==> config.mk <==
export PLATFORM = sky130hd
export DESIGN_NAME = dkjr_input_cond
export DESIGN_NICKNAME = d
export VERILOG_FILES = /design/src/rtl/dkjr_input_cond.sv
export SDC_FILE = /design/constraint.sdc
export NUM_CORES = 1
export LEC_CHECK = 0
export CAP_MARGIN = 10
export CORE_MARGIN = 2
export CORE_UTILIZATION = 45
export CTS_BUF_LIST = sky130_fd_sc_hd__clkbuf_16
export CTS_CLUSTER_DIAMETER = 150
export DETAILED_ROUTE_END_ITERATION = 16
export PLACE_DENSITY = 0.71
export SLEW_MARGIN = 0
export SYNTH_ARGS = -nofsm -noshare
export SYNTH_HDL_FRONTEND = slang
export SYNTH_SLANG_ARGS = --single-unit
==> constraint.sdc <==
create_clock -name I_CLK_24576M -period 2.3 [get_ports I_CLK_24576M]
set_input_delay 0.69 -clock I_CLK_24576M [delete_from_list [all_inputs] [get_ports I_CLK_24576M]]
set_output_delay 0.69 -clock I_CLK_24576M [all_outputs]
set_load 0.02 [all_outputs]
==> src/rtl/dkjr_input_cond.sv <==
// rtl/dkjr_input_cond.sv - joystick sync/debounce, SOCD resolve, start merge and queued coin pulser
module dkjr_input_cond #(
    parameter int DEB_CYCLES      = 24576,
    parameter int COIN_LOW_CYCLES = 2457600,
    parameter int COIN_GAP_CYCLES = 2457600
) (
    input  logic       I_CLK_24576M,
    input  logic       I_RESETn,
    input  logic [7:0] I_JOY0,
    input  logic [7:0] I_JOY1,
    input  logic       I_PAUSE,
    output logic       O_U1n,
    output logic       O_D1n,
    output logic       O_L1n,
    output logic       O_R1n,
    output logic       O_J1n,
    output logic       O_U2n,
    output logic       O_D2n,
    output logic       O_L2n,
    output logic       O_R2n,
    output logic       O_J2n,
    output logic       O_S1n,
    output logic       O_S2n,
    output logic       O_C1n,
    output logic [2:0] O_COIN_PENDING
);
    localparam int PW   = $clog2(DEB_CYCLES);
    localparam int CMAX = (COIN_LOW_CYCLES > COIN_GAP_CYCLES) ? COIN_LOW_CYCLES : COIN_GAP_CYCLES;
    localparam int CW   = $clog2(CMAX + 1);

    localparam logic [1:0] ST_IDLE  = 2'd0;
    localparam logic [1:0] ST_PULSE = 2'd1;
    localparam logic [1:0] ST_GAP   = 2'd2;

    logic [15:0]   sync1_q, sync1_d, sync2_q, sync2_d;
    logic [15:0]   samp_q, samp_d, deb_q, deb_d, deb_prev_q, deb_prev_d;
    logic [PW-1:0] pre_q, pre_d;
    logic [3:0]    last_h_q, last_h_d, last_v_q, last_v_d;
    logic [7:0]    dir_n_q, dir_n_d;
    logic [1:0]    jmp_n_q, jmp_n_d, start_n_q, start_n_d;
    logic          c1n_q, c1n_d;
    logic [1:0]    state_q, state_d;
    logic [CW-1:0] ccnt_q, ccnt_d;
    logic [2:0]    pending_q, pending_d;
    logic          tick, coin_edge, dec;
    logic [15:0]   same;

    // Last-pressed tracker: 01 = first direction of the pair, 10 = second, 00 = none.
    function automatic logic [1:0] socd_last(input logic rise_a, input logic rise_b,
                                              input logic [1:0] cur);
        if (rise_a && rise_b)
            return 2'b00;
        else if (rise_a)
            return 2'b01;
        else if (rise_b)
            return 2'b10;
        return cur;
    endfunction

    always_comb begin
        sync1_d    = {I_JOY1, I_JOY0};
        sync2_d    = sync1_q;
        tick       = (pre_q == PW'(DEB_CYCLES - 1));
        pre_d      = tick ? '0 : pre_q + PW'(1);
        same       = ~(sync2_q ^ samp_q);
        samp_d     = tick ? sync2_q : samp_q;
        deb_d      = tick ? ((deb_q & ~same) | (sync2_q & same)) : deb_q;
        deb_prev_d = deb_q;
        last_h_d   = last_h_q;
        last_v_d   = last_v_q;
        dir_n_d    = dir_n_q;
        jmp_n_d    = jmp_n_q;
        for (int p = 0; p < 2; p++) begin
            last_h_d[2*p +: 2] = socd_last(deb_q[8*p] & ~deb_prev_q[8*p],
                                           deb_q[8*p+1] & ~deb_prev_q[8*p+1], last_h_q[2*p +: 2]);
            last_v_d[2*p +: 2] = socd_last(deb_q[8*p+2] & ~deb_prev_q[8*p+2],
                                           deb_q[8*p+3] & ~deb_prev_q[8*p+3], last_v_q[2*p +: 2]);
            if (deb_q[8*p] && deb_q[8*p+1])
                dir_n_d[4*p +: 2] = ~last_h_d[2*p +: 2];
            else
                dir_n_d[4*p +: 2] = ~deb_q[8*p +: 2];
            if (deb_q[8*p+2] && deb_q[8*p+3])
                dir_n_d[4*p+2 +: 2] = ~last_v_d[2*p +: 2];
            else
                dir_n_d[4*p+2 +: 2] = ~deb_q[8*p+2 +: 2];
            jmp_n_d[p] = ~deb_q[8*p+4];
        end
        start_n_d[0] = ~(deb_q[5] | deb_q[13]);
        start_n_d[1] = ~(deb_q[6] | deb_q[14]);
    end

    // Coin engine: pause freezes state and counter, but edges keep queueing.
    always_comb begin
        coin_edge = (deb_q[7] | deb_q[15]) & ~(deb_prev_q[7] | deb_prev_q[15]);
        state_d   = state_q;
        ccnt_d    = ccnt_q;
        dec       = 1'b0;
        if (!I_PAUSE) begin
            case (state_q)
                ST_IDLE: if (pending_q != 3'd0) begin
                    state_d = ST_PULSE;
                    ccnt_d  = CW'(COIN_LOW_CYCLES - 1);
                    dec     = 1'b1;
                end
                ST_PULSE: if (ccnt_q == '0) begin
                    state_d = ST_GAP;
                    ccnt_d  = CW'(COIN_GAP_CYCLES - 1);
                end else begin
                    ccnt_d = ccnt_q - CW'(1);
                end
                ST_GAP: if (ccnt_q == '0)
                    state_d = ST_IDLE;
                else
                    ccnt_d = ccnt_q - CW'(1);
                default: state_d = ST_IDLE;
            endcase
        end
        pending_d = pending_q;
        if (coin_edge && !dec && pending_q != 3'd7)
            pending_d = pending_q + 3'd1;
        else if (dec && !coin_edge)
            pending_d = pending_q - 3'd1;
        c1n_d = (state_d != ST_PULSE);
    end

    always_ff @(posedge I_CLK_24576M or negedge I_RESETn) begin
        if (!I_RESETn) begin
            sync1_q    <= '0;
            sync2_q    <= '0;
            samp_q     <= '0;
            deb_q      <= '0;
            deb_prev_q <= '0;
            pre_q      <= '0;
            last_h_q   <= '0;
            last_v_q   <= '0;
            dir_n_q    <= '1;
            jmp_n_q    <= '1;
            start_n_q  <= '1;
            c1n_q      <= 1'b1;
            state_q    <= ST_IDLE;
            ccnt_q     <= '0;
            pending_q  <= '0;
        end else begin
            sync1_q    <= sync1_d;
            sync2_q    <= sync2_d;
            samp_q     <= samp_d;
            deb_q      <= deb_d;
            deb_prev_q <= deb_prev_d;
            pre_q      <= pre_d;
            last_h_q   <= last_h_d;
            last_v_q   <= last_v_d;
            dir_n_q    <= dir_n_d;
            jmp_n_q    <= jmp_n_d;
            start_n_q  <= start_n_d;
            c1n_q      <= c1n_d;
            state_q    <= state_d;
            ccnt_q     <= ccnt_d;
            pending_q  <= pending_d;
        end
    end

    assign O_R1n          = dir_n_q[0];
    assign O_L1n          = dir_n_q[1];
    assign O_D1n          = dir_n_q[2];
    assign O_U1n          = dir_n_q[3];
    assign O_R2n          = dir_n_q[4];
    assign O_L2n          = dir_n_q[5];
    assign O_D2n          = dir_n_q[6];
    assign O_U2n          = dir_n_q[7];
    assign O_J1n          = jmp_n_q[0];
    assign O_J2n          = jmp_n_q[1];
    assign O_S1n          = start_n_q[0];
    assign O_S2n          = start_n_q[1];
    assign O_C1n          = c1n_q;
    assign O_COIN_PENDING = pending_q;
endmodule

==> results.yml, run 1 <==
floorplanning:
  fp.dieArea_sq_um: 13600
  initial_core_util: 0.456
  core-area_sq_um: 12500
  io-pin-count: 35
  die_w_microns: 116
  die-height_microns: 116
  rows: 41
placed_design:
  port_buffers: 34
  pre_cts_ws_ps: -231
  dp_cells: 736
  dpl.hpwl_mm: 7.76
  place_congestion: 0.885
clock_network:
  cts_buffers: 17
  ctsHoldBuffers: 0
  path_clk_slew_ps: 60
  htreeDepth: 4
  cts_buffer_depth: 2
  clock_latency_ps: 410
  root_buffer: "clkbuf_16"
  cts.sinks: 137
  cts_tree: "built"
setup_path:
  critPathKind: "register to output port"
  crit_path_start_kind: "register"
  crit_family: "buffers and inverters"
  arrival_ps: 1560
  path_cells: "buf_4, clkdlybuf4s50_1"
  crit_slowest_cell: "clkdlybuf4s50_1"
  crit_buf_inv: 2
  crit_cells: 2
  reg2reg_from: "state_q[1]"
  cpPeakStageDelay_ps: 610
  end_kind: "output port"
  cp_data_required_time_ps: 1610
  worstPathMaxFanout: 7
  rr_worst_depth: 8
  crit_start: "O_COIN_PENDING[1]"
synthesis:
  synth_edf_count: 0
  synth_xor_area_frac: 0.0200
  ys_warn_count: 0
  synth_top_cell_by_area: "dfrtp_1"
  synthFlopType: "dfrtp_1"
  yosys.area_share.simple: 0.145
  synth.distinct_cells: 68
  synth_seq_area_share: 0.606
  ys_ff_latch: 137
  synthMuxAreaShare: 0.00550
  synth_cells: 517
  async_flop_share: 1.00
  synth_area_leaders: "dfrtp_1 (55%), dfstp_2 (6.0%), o21ai_0 (4.3%), a21oi_1 (3.6%), nand2_1 (3.2%)"
  syn_avg_cell_area_sq_um: 11.0
  synthesis.nets: 544
  synth_fa_ha_area_frac: 0.0189
  synth_compound_area_frac: 0.169
  synth_top_area_share: 0.546
  synth_top_family_by_area: "compound AO/OA/AOI/OAI gates"
  synth_area_sq_um: 5690
cells_and_area:
  antennaDiodeCount: 0
  multi_input_comb_area_sq_um: 2040
  final-seq-area_sq_um: 3440
  area_growth_pct: 23.1
  layout_commonest_cell: "dfrtp_1"
  final_util: 0.562
  layout.nets: 611
  final_cells: 769
  drive_above_1_share: 0.154
  fill_cells: 1038
  final_cell_mix: "dfrtp_1 (124), o21ai_0 (49), nand2_1 (49)"
drt:
  ant_nets: 0
  drt-initial-drc-count: 289
  vias: 4139
  first_pass_iters: 5
  drc: 0
  routedWlPerCell_microns: 14.7
  routed_wl_mm: 11.3
  viasPerCell: 5.38
power:
  power_mw: 7.08
  ir_drop_mv: 0.511
  leakage_nw: 3.04
  power_density_nw_per_um2: 1010
global_route:
  grt_max_degree: 46
  antenna_found_initial: 0
  overflow: 0
  grt_pass1_vias: 4259
  grtUsageTotal: 0.181
  grt_pass1_wl_mm: 19.2
timing:
  relSlewSlack: 0.638
  timing.hold.ws_ps: 185
  tightest_slew_ps: 536
  drv_slew: 0
  finClkSkew_ps: 10.7
  hold_viol_final: 0
  finalCritPeriodShare: 0.977
  setup_viol: 0
  period_needed_ps: 2250
  fmax_mhz: 445
  setup_ws_ps: 52.8
outcome:
  status: "complete, no violations"
run:
  cap_viol_max_count: 0
worst_hold_path:
  hp-class: "input port to asynchronous set/reset pin"
[Yosys cell counts (7+ instances only)]
master,count
nor2_1,41
dfstp_2,13
a211oi_1,7
xor2_1,7
inv_1,25
dfrtp_1,124
a21oi_1,41
ha_1,7
o31ai_1,11
a31oi_1,7
o21ai_0,49
nand3_1,12
nor3_1,10
nand2_1,49
nor2b_1,10
[worst paths after layout]
check | to | slack, ps
min in group I_CLK_24576M | sync2_q[7] | 350
worst min-delay path | sync1_q[2] | 190
worst max-delay path | O_COIN_PENDING[1] | 50
worst min register to register | sync2_q[7] | 350
worst max register to register | O_COIN_PENDING[1] | 70
max in group asynchronous | dir_n_q[6] | 1460
[layer usage]
layer  up-vias  global-route usage  share of wire
met5         -                   0              0
met4         0              0.0802          0.017
met3        19              0.0524          0.045
met2        97               0.310           0.51
met1      2047               0.213           0.43
li1       1976                   -              -
[layout make-up]
type / count / share of cell area
Tap cell: 172 / 0.0307
Clock inverter: 15 / 0.0234
Multi-Input combinational cell: 336 / 0.292
Sequential cell: 137 / 0.492
Inverter: 25 / 0.0134
Timing Repair Buffer: 67 / 0.0878
Clock buffer: 17 / 0.0608
[timing repair]
item,4_1_cts,5_1_grt
gates resized for setup,0,1
endpoints found under the hold margin,0,0
setup endpoints to repair,0,1
setup buffers,0,1
[metrics by stage]
step / TNS, ps / area [sq um]
3_3_place_gp: -261 / 6400
6_report: 0 / 7000
2_1_floorplan: 0 / 5690
5_1_grt: -2.14 / 7000
3_5_place_dp: -382 / 6400
4_1_cts: 0 / 6990
[cell families (layout without fill, tap and decap cells)]
kind of cell	Yosys count	after routing
AND/OR/NAND/NOR	159	159
AO/OA/AOI/OAI	153	153
flip-flops	137	137
buffers and inverters	44	124
XOR/XNOR	13	13
adder cells (fa/ha/maj)	8	8
multiplexers	3	3
[report_power, final]
part,total [mW],leakage (nW),internal (mW),switching [mW]
Combinational,1.48,1.03,0.646,0.833
Sequential,2.91,1.72,2.65,0.267
Clock,2.69,0.296,1.69,0.997
Note: power is estimated with default switching activity, not from simulation.
==> run 2, diff against run 1 <==
Settings changed: CTS_CLUSTER_SIZE from default to 20.
==> results of run 2 <==
The final DEF is identical to that of run 1; final timing and power are the same.
==> run 3, diff against run 2 <==
--- a/constraint.sdc
+++ b/constraint.sdc
@@ -3,2 +3,2 @@
 set_output_delay 0.69 -clock I_CLK_24576M [all_outputs]
-set_load 0.02 [all_outputs]
+set_load 0.01 [all_outputs]
==> results of run 3 <==
Same layout as run 1 (identical final DEF). Status: complete, no violations.
Main changes from that run: setup slack after layout 52.8 ps -> 73.9 ps; start point of the critical path O_COIN_PENDING[1] -> state_q[1]; total power 7.08 mW -> 7.05 mW; worst IR drop on VDD 0.511 mV -> 0.506 mV
